## src/rtl/mux16_rr_arbiter_pkg.sv

```systemverilog
// mux16_rr_arbiter_pkg: shared types for the 16-way round-robin arbiter.
// Holds the mux select / request vector types, the arbiter state enum and
// a one-hot decode helper used when loading the grant register.
package mux16_rr_arbiter_pkg;

  typedef logic [3:0]  lc3b_mux16_sel;
  typedef logic [15:0] lc3b_req16;

  typedef enum logic {
    ARB_IDLE  = 1'b0,
    ARB_GRANT = 1'b1
  } lc3b_arb_state;

  // Decode a select index into the matching one-hot grant vector.
  function automatic lc3b_req16 onehot16(input lc3b_mux16_sel idx);
    return lc3b_req16'(1) << idx;
  endfunction

endpackage

```

## src/rtl/mux16_rr_arbiter_rr_pick16.sv

```systemverilog
// rr_pick16: combinational round-robin picker. Returns the first set request
// at ptr, ptr+1, ... wrapping mod 16, plus a flag that any request is set.
module rr_pick16
  import mux16_rr_arbiter_pkg::*;
(
  input  lc3b_req16     req,
  input  lc3b_mux16_sel ptr,
  output lc3b_mux16_sel win,
  output logic          any
);

  // req rotated so that bit 0 is the requester currently holding top priority
  lc3b_req16 rot;

  generate
    for (genvar gi = 0; gi < 16; gi++) begin : g_rot
      assign rot[gi] = req[ptr + 4'(gi)];
    end
  endgenerate

  // Lowest set bit of the rotated vector wins; scan downward so the last hit is the lowest.
  always_comb begin
    win = ptr;
    for (int i = 15; i >= 0; i--) begin
      if (rot[i]) begin
        win = ptr + 4'(i);
      end
    end
  end

  assign any = |req;

endmodule

```

## config.mk

```make
export PLATFORM = sky130hd
export DESIGN_NAME = rr_pick16
export DESIGN_NICKNAME = d
export VERILOG_FILES = /design/src/rtl/mux16_rr_arbiter_pkg.sv /design/src/rtl/mux16_rr_arbiter_rr_pick16.sv
export SDC_FILE = /design/constraint.sdc
export NUM_CORES = 1
export LEC_CHECK = 0
export CORE_MARGIN = 2
export CORE_UTILIZATION = 55
export DETAILED_ROUTE_END_ITERATION = 8
export PLACE_DENSITY = 0.78
export SLEW_MARGIN = 20
export SYNTH_ARGS = -nofsm -noshare
export SYNTH_HDL_FRONTEND = slang
export SYNTH_SLANG_ARGS = --single-unit
```

## constraint.sdc

```tcl
create_clock -name vclk -period 4
set_input_delay 0.4 -clock vclk [all_inputs]
set_output_delay 0.4 -clock vclk [all_outputs]
set_load 0.05 [all_outputs]
```

# After elaboration in Yosys (flattened, before gate mapping)

Cells that the tools add are included.

Output and inout port bits: 5
Bits in registers: 0
Logic and storage cells: 80

Magnitude comparators: 16
Muxes and demuxes: 48
$add $sub $neg: 15
Reductions and logical operators: 1

Operator list:

| cell                | number |
|---|---|
| $lt 4x5->1 const B  | 16 |
| $bmux 1 s4          | 16 |
| $mux 4              | 16 |
| $add 4x4->4 const B | 8 |
| $add 4x3->4 const B | 4 |
| $mux 1              | 16 |
| $reduce_or 16->1    | 1 |
| $add 4x2->4 const B | 2 |
| $add 4x1->4 const B | 1 |

# Longest topological paths before layout

Depth in word-level cells: 19
Depth in mapped cells: 14
Gate-level depth less buffers: 9

# Least setup slack after synthesis

Ideal clock, no wire load.

Kind: input to output
Start point: input port ptr[0]
End point: output port win[0]
Stages: 13
Required time: 3600 ps
Data arrival time: 4264 ps
Buffers on the path: 5
Path slack: -664 ps
Cells stage by stage: buf_6 > buf_4 > buf_2 > inv_1 > ha_1 > buf_2 > clkbuf_1 > mux4_2 > mux4_2 > nor3_1 > o21ai_1 > a32o_1 > nor3_1

Cells in the longest elaborated chain, start to end: 19
Elaborated cells on any way between the ends: 63
Those cells by class: add/sub (15); mux (48)

Ends and longest elaborated chain:

| item                         | RTL line                                                           | source |
|---|---|---|
| from (decl)                  | mux16_rr_arbiter_rr_pick16.sv:7                                    | `input lc3b_mux16_sel ptr,` |
| $add 4x4->4                  | mux16_rr_arbiter_rr_pick16.sv:17, mux16_rr_arbiter_rr_pick16.sv:26 |  |
| $bmux 1 s4                   | mux16_rr_arbiter_rr_pick16.sv:17                                   | `assign rot[gi] = req[ptr + 4'(gi)];` |
| $mux 1 (implied by the code) | mux16_rr_arbiter_rr_pick16.sv:17                                   |  |
| $mux 4 (15 in series)        | mux16_rr_arbiter_rr_pick16.sv:25                                   | `if (rot[i]) begin` |
| $mux 4 (*)                   | mux16_rr_arbiter_rr_pick16.sv:25                                   |  |
| to (decl)                    | mux16_rr_arbiter_rr_pick16.sv:8                                    | `output lc3b_mux16_sel win,` |

Every way passes the cells marked *; elsewhere a longest branch is shown, timed or not. The select of a mux whose other input is x is not followed.

# Worst setup path in the final report

Start point: input port ptr[2]
End point: output port win[1]

Cells in the longest elaborated chain, start to end: 19
Elaborated cells on any way between the ends: 63
Those cells by class: add/sub (15); mux (48)

Ends and longest elaborated chain:

| item                         | RTL line |
|---|---|
| $add 4x4->4                  | mux16_rr_arbiter_rr_pick16.sv:17 |
| $bmux 1 s4                   | mux16_rr_arbiter_rr_pick16.sv:17 |
| $mux 1 (implied by the code) | mux16_rr_arbiter_rr_pick16.sv:17 |
| $mux 4 (15 in series)        | mux16_rr_arbiter_rr_pick16.sv:25 |
| $mux 4 (*)                   | mux16_rr_arbiter_rr_pick16.sv:25 |

Marks and branches as above.

==> metrics.md <==
| Metric | Value |
|---|---|
| Status | `finished, final reports clean` |
| Adder-cell share of the synthesized area | `3.89%` |
| Number of global-route vias before repair | `2347` |
| Syn Nets | `280` |
| Max Cap Viol | `0` |
| Sequential cell area | `0 sq um` |
| Period utilisation layout | `97.3%` |
| Rows | `23` |
| Largest family of logic cells by synthesized area | `multiplexers` |
| Worst EP required | `3.60 ns` |
| Critical Path End Type | `output port` |
| Post-synthesis compound-gate area fraction | `21.9%` |
| Congestion Overflow GR | `0` |
| Vias per cell | `7.28` |
| Post-Route WL | `8150 um` |
| Cell repeated most along the worst path | `buf_4` |
| Post-Synth XOR/XNOR Area | `4.89%` |
| Die area | `4620 sq um` |
| Worst-path maximum fanout | `7` |
| Power Density | `242 nW/um^2` |
| Area leader, netlist | `mux4_2` |
| Unique masters post-synth | `58` |
| Post-Synth Simple-Gate Area | `15.5%` |
| RSZ-0062 raised after global routing | `true` |
| Slew headroom | `57.7%` |
| Placed cells | `358` |
| Post-synth top cells | `mux2i_1, mux4_2, nor2_1` |
| Upper clock frequency limit | `0.257 GHz` |
| Peak VDD IR | `175 uV` |
| Clock buffers | `0` |
| DRC viols | `0` |
| Ys Warns | `0` |
| Final max-slew violation count | `0` |
| Final Non-Filler Cells | `363` |
| Worst hold path class | `primary input to output port` |
| Port Buffers | `25` |
| Post-Synthesis Cells | `253` |
| Layout cells sized above 1 | `37.1%` |
| Fin crit period | `3.89 ns` |
| First DRT Iteration DRCs | `373` |
| WL per Instance | `22.5 um` |
| First-pass detailed-route iteration total | `5` |
| Layout area overhead | `35.1%` |
| FFs & Latches | `0` |
| Leakage power | `1.20 nW` |
| Dpl hpwl | `6290 um` |
| Width of the die | `68.0 um` |
| Global-route wire length before repair | `12000 um` |
| Worst setup SP type | `primary input` |
| Initial Util | `56.7%` |
| Initial antenna violation count | `0` |
| Post-synthesis mux area share | `48.2%` |
| Top-count cell post-synth | `mux2i_1` |
| Post-route ant nets | `0` |
| Final hold vios | `0` |
| Routed vias | `2641` |
| Worst-margin pin slew | `0.617 ns` |
| Total track usage | `34.6%` |
| Area contributors post-synth | `mux4_2, mux2i_1, mux2_2` |
| Register area share after synthesis | `0%` |
| Worst EP arrival | `3.49 ns` |
| Die Y | `68.0 um` |
| Slowest stage delay, CP | `0.63 ns` |
| IO Count | `25` |
| Cell Chain, Critical Path | `clkdlybuf4s50_1, inv_2, ha_1, a21oi_1, xnor2_2, mux4_2, o2111a_1, o31ai_1, a311oi_1, buf_4, nor3_4, buf_4` |
| Finish-stage setup viols | `0` |
| Syn Std Cell Area | `2250 sq um` |
| Slowest CP cell | `clkdlybuf4s50_1` |
| Final Util | `76.6%` |
| Post-layout net count | `342` |
| Core area | `3970 sq um` |
| Syn avg cell area | `8.90 sq um` |
| GPL Wtd Cong | `1.07` |
| Post-synth top area share | `25.0%` |
| Ant diodes | `0` |
| Largest net degree at the start of global routing | `29` |
| Critical path type | `primary input to output port` |
==> path summary, 6_finish.rpt <==
check / slack [ns] / end / depth (start not counted) / from
setup / recovery: 0.11 / win[1] / 12 / ptr[2]
hold / removal: 1.70 / win[0] / 6 / ptr[0]
==> layout by cell type (no fill, tap or decap), drive strengths merged, types with 7 or more instances in the layout <==
cell type,n
nor2,18
a21oi,16
nand2,9
clkdlybuf4s50,20
o21ai,16
mux2i,27
mux4,28
nor3,9
nand3,7
xnor2,7
mux2,15
inv,11
buf,53
ha,7
==> layer usage <==
metal | wire length (um) | global-route usage [%]
met5 | 0 | 0
met2 | 3980 | 56.9
met4 | 261 | 11.8
met3 | 653 | 2.63
met1 | 3260 | 47.9
==> timing repair <==
action                     4_1_cts  5_1_grt
cloned                           0        1
hold buffers                     0        0
pin swaps                        0        2
resized for setup                2       19
setup buffers                    0        4
setup endpoints to repair        2        4
==> critical path: cells and delay by family <==
| family | cells | cell delay, ns |
|---|---|---|
| AND/OR/NAND/NOR | 1 | 0.14 |
| buffers and inverters | 4 | 1.16 |
| AO/OA/AOI/OAI | 4 | 0.88 |
| XOR/XNOR | 1 | 0.23 |
| adder cells (fa/ha/maj) | 1 | 0.21 |
| multiplexers | 1 | 0.46 |
==> cell families (layout without fill, tap and decap cells) <==
| logic type | after synthesis | count (layout) |
|---|---|---|
| adders and majority gates | 7 | 7 |
| xor gates and xnor gates | 10 | 10 |
| buffers and inverters | 26 | 86 |
| muxes | 70 | 70 |
| AOI/OAI and AO/OA | 71 | 71 |
| and+or+nand+nor | 69 | 69 |
==> through the flow <==
step	setup slack (ns)	TNS [ns]	hold WS (ns)	power [mW]	area [sq um]
final	0.107	0	1.70	0.736	3040
after detailed placement	-0.0653	-0.0897	1.81	0.682	2890
after global placement	0.000604	0	1.81	0.673	2890
after global routing	-0.0274	-0.0274	1.74	0.775	3040
after CTS	0.00541	0	1.85	0.685	2900
after floorplan	0.00849	0	1.19	0.433	2290
==> cell type report <==
| type | instances | area, sq um |
|---|---|---|
| multi-input cells | 227 | 2240 |
| fillers | 279 | 928 |
| repair buffers | 75 | 698 |
| well taps | 50 | 62.6 |
| inverters | 11 | 41.3 |
==> power by group <==
part	switching, mW	total [mW]	internal [mW]	leakage (nW)
registers	0	0	0	0
logic	0.390	0.736	0.347	1.20
clock network	0	0	0	0
total	0.390	0.736	0.347	1.20
(Power assumes the default switching activity.)
